**src/rtl/cnt5_pkg.sv**
```systemverilog
// Shared definitions for the 5-way counter family: state encoding, default sizes and wrap helpers.
package cnt5_pkg;

    localparam int MOD_DEFAULT = 5;
    localparam int CW_DEFAULT  = 3;

    typedef enum logic [1:0] {
        IDLE  = 2'b00,
        TRACK = 2'b01,
        ERR   = 2'b10
    } cnt5_state_e;

    // Modular neighbours of p within 0..m-1.
    function automatic int wrapUp(input int p, input int m);
        return (p == m - 1) ? 0 : p + 1;
    endfunction

    function automatic int wrapDn(input int p, input int m);
        return (p == 0) ? m - 1 : p - 1;
    endfunction

endpackage

```
**src/rtl/cnt5_step_cls.sv**
```systemverilog
// Combinational classifier: relates a new count sample to the previously accepted one.
module cnt5_step_cls
    import cnt5_pkg::*;
#(
    parameter int MOD = MOD_DEFAULT,
    parameter int CW  = CW_DEFAULT
) (
    input  logic [CW-1:0] prev_i,
    input  logic [CW-1:0] cnt_i,
    output logic          is_up_o,
    output logic          is_dn_o,
    output logic          is_hold_o,
    output logic          is_bad_o
);

    logic legal;

    assign legal     = int'(cnt_i) < MOD;
    assign is_up_o   = legal && (int'(cnt_i) == wrapUp(int'(prev_i), MOD));
    assign is_dn_o   = legal && (int'(cnt_i) == wrapDn(int'(prev_i), MOD));
    assign is_hold_o = legal && (cnt_i == prev_i);
    assign is_bad_o  = !(is_up_o || is_dn_o || is_hold_o);

endmodule

```
**src/rtl/cnt5_tracker.sv**
```systemverilog
// Recovers up/down/hold intent from an observed counter bus and flags illegal jumps.
// Optional signed net-step output tally is enabled by CNT5_TRACKER_TALLY_EN.
module cnt5_tracker
    import cnt5_pkg::*;
#(
    parameter int MOD = MOD_DEFAULT,
    parameter int CW  = CW_DEFAULT
) (
    input  logic          clk,
    input  logic          reset_n,
    input  logic [CW-1:0] cnt,
    input  logic          clr,
    output logic          step,
    output logic          dir,
    output logic          locked,
    output logic          err
`ifdef CNT5_TRACKER_TALLY_EN
   ,output logic [7:0]    tally
`endif
);

    cnt5_state_e   state_q, state_d;
    logic [CW-1:0] prev_q, prev_d;
    logic          step_q, step_d;
    logic          dir_q, dir_d;
    logic          locked_q, locked_d;
    logic          err_q, err_d;
    logic          is_up, is_dn, is_hold, is_bad;
    logic          cnt_legal;
`ifdef CNT5_TRACKER_TALLY_EN
    logic [7:0]    tally_q, tally_d;
`endif

    cnt5_step_cls #(.MOD(MOD), .CW(CW)) u_cls (
        .prev_i    (prev_q),
        .cnt_i     (cnt),
        .is_up_o   (is_up),
        .is_dn_o   (is_dn),
        .is_hold_o (is_hold),
        .is_bad_o  (is_bad)
    );

    assign cnt_legal = int'(cnt) < MOD;

    always_comb begin
        state_d  = state_q;
        prev_d   = prev_q;
        step_d   = 1'b0;
        dir_d    = dir_q;
        locked_d = locked_q;
        err_d    = err_q;
`ifdef CNT5_TRACKER_TALLY_EN
        tally_d  = tally_q;
`endif
        // clr overrides any classification of the current sample.
        if (clr) begin
            state_d  = IDLE;
            dir_d    = 1'b0;
            locked_d = 1'b0;
            err_d    = 1'b0;
`ifdef CNT5_TRACKER_TALLY_EN
            tally_d  = 8'd0;
`endif
        end else begin
            case (state_q)
                IDLE: begin
                    if (cnt_legal) begin
                        prev_d   = cnt;
                        state_d  = TRACK;
                        locked_d = 1'b1;
                    end
                end
                TRACK: begin
                    if (is_bad) begin
                        state_d  = ERR;
                        err_d    = 1'b1;
                        locked_d = 1'b0;
                    end else if (!is_hold) begin
                        step_d = 1'b1;
                        dir_d  = is_up;
                        prev_d = cnt;
`ifdef CNT5_TRACKER_TALLY_EN
                        tally_d = is_dn ? tally_q - 8'd1 : tally_q + 8'd1;
`endif
                    end
                end
                ERR: ;
                default: state_d = IDLE;
            endcase
        end
    end

    always_ff @(posedge clk or negedge reset_n) begin
        if (!reset_n) begin
            state_q  <= IDLE;
            prev_q   <= '0;
            step_q   <= 1'b0;
            dir_q    <= 1'b0;
            locked_q <= 1'b0;
            err_q    <= 1'b0;
        end else begin
            state_q  <= state_d;
            prev_q   <= prev_d;
            step_q   <= step_d;
            dir_q    <= dir_d;
            locked_q <= locked_d;
            err_q    <= err_d;
        end
    end

`ifdef CNT5_TRACKER_TALLY_EN
    always_ff @(posedge clk or negedge reset_n) begin
        if (!reset_n) tally_q <= 8'd0;
        else          tally_q <= tally_d;
    end

    assign tally = tally_q;
`endif

    assign step   = step_q;
    assign dir    = dir_q;
    assign locked = locked_q;
    assign err    = err_q;

endmodule

```
**config.mk**
```make
export PLATFORM = sky130hd
export DESIGN_NAME = cnt5_tracker
export DESIGN_NICKNAME = d
export VERILOG_FILES = /design/src/rtl/cnt5_pkg.sv /design/src/rtl/cnt5_step_cls.sv /design/src/rtl/cnt5_tracker.sv
export SDC_FILE = /design/constraint.sdc
export NUM_CORES = 1
export LEC_CHECK = 0
export BUFFER_PORTS_ARGS = -buffer_cell sky130_fd_sc_hd__buf_4
export CAP_MARGIN = 20
export CORE_MARGIN = 4
export CORE_UTILIZATION = 50
export DETAILED_ROUTE_END_ITERATION = 8
export GPL_TIMING_DRIVEN = 0
export PLACE_DENSITY = 0.83
export SETUP_SLACK_MARGIN = 0.15
export SYNTH_ARGS = -nofsm -noshare
export SYNTH_HDL_FRONTEND = slang
export SYNTH_SLANG_ARGS = --single-unit
```
**constraint.sdc**
```tcl
create_clock -name clk -period 6.75 [get_ports clk]
set_input_delay 1.0125 -clock clk [delete_from_list [all_inputs] [get_ports clk]]
set_output_delay 1.0125 -clock clk [all_outputs]
set_load 0.02 [all_outputs]
```
==> flow_metrics.tcl, run 1 <==
set metrics [dict create \
    status "finished, final reports clean" \
    worst_path_max_delay_cell "or4_4" \
    drive_above_1_share_pct 26.8 \
    cts_setup_buffers 0 \
    die_x_um 44.9 \
    period_share_pct 36.5 \
    area_delta_synth_final_pct 13.3 \
    end_kind "flop" \
    antenna_left 0 \
    dieArea_um2 2010 \
    antenna_found_initial 0 \
    firstDrtPassIters 4 \
    core_um2 1280 \
    yosys.area.top_type_share_pct 33.1 \
    rows 13 \
    synth_nets 81 \
    whs_ns 0.536 \
    grt_pass1_vias 535 \
    cts-resized-gates 0 \
    ys.warnings.count 0 \
    slowest_delay_ns 0.53 \
    worstPathRequired_ns 6.90 \
    post_dp_cell_area_um2 743 \
    power_density_nw_per_um2 382 \
    ctsLongestPathBuffers 2 \
    cts_hold_buf 0 \
    dp.cells 93 \
    io_pins 10 \
    overflow 0 \
    numPortBuffers 6 \
    root_buffer "clkbuf_4" \
    final_max_slew_viol_count 0 \
    setup_viol 0 \
    async_flop_share_pct 100 \
    utilization_pct 59.9 \
    antenna_cells 0 \
    h-tree-depth 1 \
    syn_inst 72 \
    drc_errors 0 \
    grt_max_degree 11 \
    slew_headroom_pct 79.7 \
    grt_pass1_wl_um 2280 \
    fillers 109 \
    cp_max_fo 9 \
    path_clk_slew_ns 0.06 \
    gp_congestion 0.819 \
    rsz0062_at_grt "no" \
    start_util_pct 52.9 \
    synth.area.top_cells "dfrtp_1, ha_1, mux2_1, a21oi_1, o21ai_0" \
    tightest_slew_ns 0.300 \
    fmax_mhz 406 \
    wl_per_cell_um 14.0 \
    clock_sinks 9 \
    synth_edf_count 0 \
    hpwl_um 1000 \
    final_area_um2 769 \
    dr.first_iter.drc_count 7 \
    fin_setup_tns_ns 0 \
    synth_top_area_cell "dfrtp_1" \
    synth.avg_cell_area_um2 9.44 \
    cpLargestDelayFamily "compound AO/OA/AOI/OAI gates" \
    fin_cells 97 \
    peakVddDrop_uv 237 \
    ys_ff_latch 9 \
    vias 591 \
    die_h_um 44.9 \
    finalWirelength_um 1360 \
    fin_skew_ns 0.00648 \
    cts_buffers 3 \
    arrival_ns 2.61 \
    via_per_inst 6.09 \
    yosysSeqAreaShare_pct 33.1 \
    hp-class "reg -> reg" \
    path_cells "buf_4 > or4_4 > a21oi_2 > o221ai_2 > o211ai_2 > mux2_1" \
    finalCriticalPeriod_ns 2.46 \
    nNetsFinal 92 \
    synthFlopType "dfrtp_1" \
    critical_path_class "in -> reg" \
    cp_num_buf_inv 1 \
    drv_cap 0 \
    syn_area_um2 679 \
    hold_violations 0 \
    grt_use_total_pct 15.4 \
    worst_setup_path_start_kind "primary input" \
    clock_latency_ns 0.26 \
    power_leakage_uw 0.000330 \
    cts_tree "done" \
    ys_types 39 \
]
-- registers in the layout (all words and copies together) (netlist names) --
signal   cells
state_q      2
step         1
dir          1
prev_q       3
err          1
locked       1
-- final cells by class --
class / count / area, um2 / share of cell area [%]
buffer: 4 / 28.8 / 3.74
clock buffer: 4 / 26.3 / 3.41
inverter: 4 / 15.0 / 1.95
multi-input combinational: 55 / 410 / 53.3
sequential: 9 / 225 / 29.3
tap: 15 / 18.8 / 2.44
timing repair buffer: 6 / 45.0 / 5.85
-- per-stage QoR --
stage | total power (uW) | setup WS, ns
after floorplan | 214 | 4.26
after global placement | 245 | 4.04
after global routing | 320 | 4.21
final | 294 | 4.29
after CTS | 294 | 4.28
after detailed placement | 252 | 4.01
-- cells in the final DEF (no fill, tap or decap), types with 2 or more instances in the layout --
master    n
clkbuf_4  3
nand2_1   5
o21ai_0   4
ha_1      3
a211oi_1  2
inv_1     4
mux2_1    3
dfrtp_1   9
xor2_1    2
nor2_1    3
a21oi_1   6
or2_2     3
buf_4     7
-- power breakdown --
group	switching (uW)	internal [uW]	total [uW]
sequential	19.3	70.8	90.1
clock	18.4	22.8	41.2
combinational	88.9	74.0	163
total	127	168	294
-- synthesized netlist by cell type, drive strengths merged, types with 2 or more instances --
| master | number |
|---|---|
| a211oi | 2 |
| a21oi | 7 |
| buf | 3 |
| dfrtp | 9 |
| ha | 3 |
| inv | 4 |
| mux2 | 3 |
| nand2 | 5 |
| nor2 | 3 |
| o21ai | 4 |
| o221ai | 2 |
| or2 | 4 |
| xor2 | 2 |
-- layer usage --
| metal | track usage (%) | vias to the layer above | share of wire, % |
|---|---|---|---|
| li1 | - | 286 | - |
| met1 | 20.0 | 280 | 42 |
| met2 | 24.4 | 22 | 49 |
| met3 | 3.59 | 3 | 7.4 |
| met4 | 7.02 | 0 | 1.0 |
| met5 | 0 | - | 0 |
-- final timing paths --
check | start | end | slack (ns) | cells after the start
max in group asynchronous | reset_n | locked$_DFFE_PN0P_ | 6.06 | 1
max | cnt[2] | prev_q[1]$_DFFE_PN0P_ | 4.29 | 6
min reg2reg | err$_DFFE_PN0P_ | err$_DFFE_PN0P_ | 0.54 | 2
min | err$_DFFE_PN0P_ | err$_DFFE_PN0P_ | 0.54 | 2
max reg2reg | prev_q[0]$_DFFE_PN0P_ | prev_q[1]$_DFFE_PN0P_ | 4.37 | 7
min in group asynchronous | reset_n | state_q[1]$_DFFE_PN0P_ | 0.56 | 1
-- logic make-up (layout without fill, tap and decap cells) --
group | Yosys count | count (layout) | share of synthesized area, %
AO/OA/AOI/OAI | 23 | 23 | 24.7
AND/OR/NAND/NOR | 22 | 22 | 19.9
flip-flops | 9 | 9 | 33.1
buffers and inverters | 8 | 18 | 6.44
multiplexers | 4 | 4 | 6.45
adder cells (fa/ha/maj) | 3 | 3 | 5.53
XOR/XNOR | 3 | 3 | 3.87
-- worst reg2reg max path: stages (launching register included) --
cell,delay [ns]
dfrtp_1,0.45
inv_1,0.09
ha_1,0.29
or4_4,0.51
a21oi_2,0.15
o221ai_2,0.16
o211ai_2,0.27
mux2_1,0.35
Power figures use the tool's default switching activity.
==> run 2, diff against run 1 <==
Clock period 6.75 ns to 2.55 ns, I/O delays scaled along.
==> run 2 against run 1 <==
Compared with the run above: register-to-register slack got worse by 4.1 ns; combinational power increased to 2.7 times the previous value; clock skew barely moved.
==> flow_metrics.tcl, run 2 (synthesized netlist as in run 1, its figures left out) <==
set metrics [dict create \
    status "finished, final reports clean" \
    firstDrtPassIters 4 \
    cp_max_fo 7 \
    hpwl_um 1000 \
    slew_headroom_pct 79.3 \
    worst_path_max_delay_cell "or4_4" \
    path_cells "inv_1 > ha_2 > or4_4 > a21oi_2 > o221ai_2 > o211ai_2 > mux2_1" \
    fillers 107 \
    dp.cells 93 \
    io_pins 10 \
    finalCriticalPeriod_ns 2.25 \
    slowest_delay_ns 0.49 \
    setup_viol 0 \
    die_x_um 44.9 \
    die_h_um 44.9 \
    final_cell_mix "buf_4, dfrtp_1, a21oi_1" \
    core_um2 1280 \
    gp_congestion 0.819 \
    antenna_left 0 \
    path_clk_slew_ns 0.06 \
    via_per_inst 5.99 \
    largest_reg_flops 3 \
    root_buffer "clkbuf_4" \
    h-tree-depth 1 \
    power_density_nw_per_um2 1010 \
    power_leakage_uw 0.000330 \
    rsz0062_at_grt "no" \
    min_path_cells 2 \
    grt_pass1_wl_um 2300 \
    rows 13 \
    antenna_cells 0 \
    grt_pass1_vias 538 \
    numPortBuffers 6 \
    clock_latency_ns 0.27 \
    dr.first_iter.drc_count 11 \
    dieArea_um2 2010 \
    clock_sinks 9 \
    fin_cells 98 \
    drv_cap 0 \
    drc_errors 0 \
    cts_tree "done" \
    worst_setup_path_start_kind "flop" \
    grt_use_total_pct 15.5 \
    utilization_pct 61.1 \
    fin_skew_ns 0.00664 \
    largestRegisters "prev_q: 3 flops, state_q: 2 flops" \
    nNetsFinal 93 \
    top_register "prev_q" \
    hp-class "in -> reg" \
    reg2regPathDepth 7 \
    cts_buffers 3 \
    grt_max_degree 11 \
    wl_per_cell_um 13.7 \
    start_util_pct 52.9 \
    critical_path_class "reg -> reg" \
    arrival_ns 2.39 \
    final_max_slew_viol_count 0 \
    antenna_found_initial 0 \
    fmax_mhz 445 \
    area_delta_synth_final_pct 15.5 \
    fin_setup_tns_ns 0 \
    peakVddDrop_uv 634 \
    vias 587 \
    overflow 0 \
    hold_violations 0 \
    p_total_uw 790 \
    finalWirelength_um 1340 \
    cts_setup_buffers 0 \
    end_kind "flop" \
    ctsLongestPathBuffers 2 \
    tightest_slew_ns 0.308 \
    period_share_pct 88.0 \
    worstPathRequired_ns 2.70 \
    drive_above_1_share_pct 30.1 \
]
## run 2: cell types whose count changed in the layout (fill, tap and decap cells not counted)
cell,before,now
ha_1,3,2
ha_2,0,1
dfrtp_1,9,7
dlygate4sd3_1,0,1
dfrtp_2,0,2
## run 2: routing by layer
metal,GRT usage [%],routed length (um),vias up,share of wire [%]
li1,-,-,288,-
met1,20.2,567,280,42
met3,3.59,85,3,6.3
met5,0,0,-,0
met2,24.4,674,16,50
met4,7.02,16,0,1.2
## run 2: area by class of cell
class / count / area (um2) / share of cell area (%)
buffer: 4 / 28.8 / 3.67
clock buffer: 4 / 26.3 / 3.35
tap: 15 / 18.8 / 2.39
sequential: 9 / 228 / 29.0
inverter: 4 / 15.0 / 1.91
multi-input combinational: 55 / 413 / 52.6
timing repair buffer: 7 / 55.1 / 7.02
## run 2: final timing paths
path / start / endpoint / slack, ns
worst max register to register: prev_q[0]$_DFFE_PN0P_ / prev_q[1]$_DFFE_PN0P_ / 0.30
worst min-delay path: clr / state_q[1]$_DFFE_PN0P_ / 0.38
worst max-delay path: prev_q[0]$_DFFE_PN0P_ / prev_q[1]$_DFFE_PN0P_ / 0.30
max in group asynchronous: reset_n / prev_q[1]$_DFFE_PN0P_ / 1.94
worst min register to register: err$_DFFE_PN0P_ / err$_DFFE_PN0P_ / 0.54
min in group asynchronous: reset_n / state_q[1]$_DFFE_PN0P_ / 0.47
## run 2: metrics by stage
step / hold WS [ns] / setup slack, ns / instance area, um2
2_1_floorplan: 0.0869 / 0.365 / 679
3_3_place_gp: 0.206 / 0.220 / 743
3_5_place_dp: 0.210 / 0.172 / 743
4_1_cts: 0.389 / 0.161 / 779
5_1_grt: 0.402 / 0.186 / 785
6_report: 0.383 / 0.305 / 785
## run 2: worst max-delay path, delay by kind of cell (launching register included)
family / cells / cell delay (ns)
muxes: 1 / 0.35
adders and majority gates: 1 / 0.23
and+or+nand+nor: 1 / 0.49
buffers and inverters: 1 / 0.08
AOI/OAI and AO/OA: 3 / 0.56
DFF: 1 / 0.42
## run 2: power by group
| group | internal (uW) | switching [uW] |
|---|---|---|
| Sequential | 191 | 51.9 |
| Combinational | 202 | 236 |
| Clock | 60.3 | 49.6 |
| Total | 453 | 337 |
## run 2: what timing repair did
item | 4_1_cts | 5_1_grt
hold endpoints to repair | 9 | 0
endpoints found under the setup margin | 0 | 3
hold buffers | 1 | 0
gates resized for setup | 0 | 3
==> run 3, diff against run 2 <==
Settings changed: CORE_AREA set to 4 4 41 43, CORE_MARGIN 4 to unset, CORE_UTILIZATION 50 to unset, DIE_AREA set to 0 0 45 47, PLACE_DENSITY 0.83 to 0.85.
==> run 3 against run 2 <==
Compared with the run above: die area rose by 5.1%; core utilization shrank 0.67 points; critical path depth unchanged; flip-flop and latch count stayed put; final cell count stayed put; register-to-register slack hardly changed; largest power group unchanged; total power grew 0.20%; via count shrank 1.4%; worst hold slack got worse by 0.0035 ns.
==> flow_metrics.tcl, run 3 (synthesized netlist as in run 1, its figures left out) <==
set metrics [dict create \
    dp.cells 93 \
    worst_setup_path_start_kind "flop" \
    rsz0062_at_grt "no" \
    period_share_pct 87.9 \
    via_per_inst 5.91 \
    critical_path_class "reg -> reg" \
    fmax_mhz 446 \
    grt_pass1_vias 559 \
    cts_tree "done" \
    status "finished, final reports clean" \
    finalCriticalPeriod_ns 2.24 \
    die_x_um 45 \
    antenna_left 0 \
    drv_cap 0 \
    holdPathEnd "prev_q[1]$_DFFE_PN0P_" \
    peakVddDrop_uv 598 \
    core_um2 1300 \
    cts_setup_buffers 0 \
    overflow 0 \
    firstDrtPassIters 4 \
    worstPathRequired_ns 2.70 \
    setup_viol 0 \
    reg2regPathDepth 7 \
    root_buffer "clkbuf_4" \
    numPortBuffers 6 \
    nNetsFinal 93 \
    finalWirelength_um 1360 \
    fillers 121 \
    gp_congestion 0.838 \
    power_density_nw_per_um2 1010 \
    p_int_uw 452 \
    drc_errors 0 \
    end_kind "flop" \
    power_leakage_uw 0.000333 \
    cts_buffers 3 \
    rr_startpoint "prev_q[0]$_DFFE_PN0P_" \
    antenna_cells 0 \
    final_max_slew_viol_count 0 \
    clock_sinks 9 \
    antenna_found_initial 0 \
    tightest_slew_ns 0.297 \
    seq_power_share_pct 30.1 \
    dr.first_iter.drc_count 14 \
    cp_max_fo 7 \
    path_clk_slew_ns 0.06 \
    fin_skew_ns 0.00343 \
    final_cell_mix "buf_4, dfrtp_1, a21oi_1" \
    wl_per_cell_um 13.9 \
    h-tree-depth 1 \
    ctsLongestPathBuffers 2 \
    grt_pass1_wl_um 2460 \
    die_h_um 47 \
    drive_above_1_share_pct 31.3 \
    min_path_cells 2 \
    ff2ff_setup_slack_ns 0.31 \
    switching_share_pct 42.9 \
    rr_endpoint "prev_q[2]$_DFFE_PN0P_" \
    slew_headroom_pct 79.9 \
    largestRegisters "prev_q: 3 flops, state_q: 2 flops" \
    share_comb_of_total_power_pct 55.8 \
    dieArea_um2 2120 \
    start_util_pct 52.2 \
    switchingPower_uw 340 \
    hp-start "cnt[1]" \
    io_pins 10 \
    fin_cells 98 \
    fin_setup_tns_ns 0 \
    hp-class "in -> reg" \
    clock_latency_ns 0.27 \
    hold_violations 0 \
    arrival_ns 2.39 \
    rows 13 \
    largest_reg_flops 3 \
    top_register "prev_q" \
    area_delta_synth_final_pct 15.7 \
    grt_max_degree 11 \
    vias 579 \
    grt_use_total_pct 16.2 \
    power_frac_clock_pct 14.0 \
]
[run 3: cell types whose count changed in the layout (fill, tap and decap cells not counted), sizes merged]
cell and delta:
clkinv +1, clkbuf -1
[run 3: metrics by stage]
stage / total power (uW) / util [%] / cell area, um2 / setup slack (ns) / hold WS [ns]
3_3_place_gp: 647 / 57.1 / 743 / 0.235 / 0.212
5_1_grt: 866 / 60.4 / 786 / 0.182 / 0.388
2_1_floorplan: 567 / - / 679 / 0.365 / 0.0869
4_1_cts: 786 / 60.0 / 781 / 0.151 / 0.374
6_report: 792 / 60.4 / 786 / 0.308 / 0.380
3_5_place_dp: 669 / 57.1 / 743 / 0.162 / 0.212
[run 3: area by class of cell]
type                            instances  area [um2]  share of cell area [%]
Multi-Input combinational cell         55         413                    52.5
Sequential cell                         9         228                    29.0
Timing Repair Buffer                    7        55.1                    7.01
Buffer                                  4        28.8                    3.66
Clock buffer                            3        22.5                    2.87
Tap cell                               15        18.8                    2.39
Inverter                                4        15.0                    1.91
Clock inverter                          1        5.00                   0.637
[run 3: what timing repair did]
| item | CTS | global route |
|---|---|---|
| endpoints found under the setup margin | 0 | 3 |
| gates resized for setup | 0 | 3 |
| hold buffers | 1 | 0 |
| hold endpoints to repair | 9 | 0 |
[run 3: critical path, cell delays in order (launching register included)]
cell	delay (ns)
dfrtp_2	0.41
inv_1	0.07
ha_2	0.23
or4_4	0.49
a21oi_2	0.14
o221ai_2	0.16
o211ai_2	0.26
mux2_1	0.35
[run 3: power groups by stage]
stage	Combinational, uW	Sequential, uW	Clock, uW
floorplan	326	241	0
global placement	413	234	0
detailed placement	431	239	0
CTS	433	236	116
global route	492	249	125
finish	442	239	111
[run 3: worst max path at each step]
stage                          startpoint                     to  slack, ns  cells after the start
global placement    prev_q[0]$_DFFE_PN0P_  prev_q[0]$_DFFE_PN0P_       0.24                      7
CTS                 prev_q[0]$_DFFE_PN0P_  prev_q[2]$_DFFE_PN0P_       0.15                      7
floorplan           prev_q[0]$_DFFE_PN0P_  prev_q[0]$_DFFE_PN0P_       0.37                      7
detailed placement  prev_q[0]$_DFFE_PN0P_  prev_q[2]$_DFFE_PN0P_       0.16                      7
finish              prev_q[0]$_DFFE_PN0P_  prev_q[2]$_DFFE_PN0P_       0.31                      7
global route        prev_q[0]$_DFFE_PN0P_  prev_q[1]$_DFFE_PN0P_       0.18                      7
[run 3: layer usage]
layer	vias up	share of wire, %	global-route usage, %
met5	-	0	0
met4	0	1.3	3.51
met3	4	6.0	6.90
met2	19	50	26.8
met1	268	43	19.7
li1	288	-	-
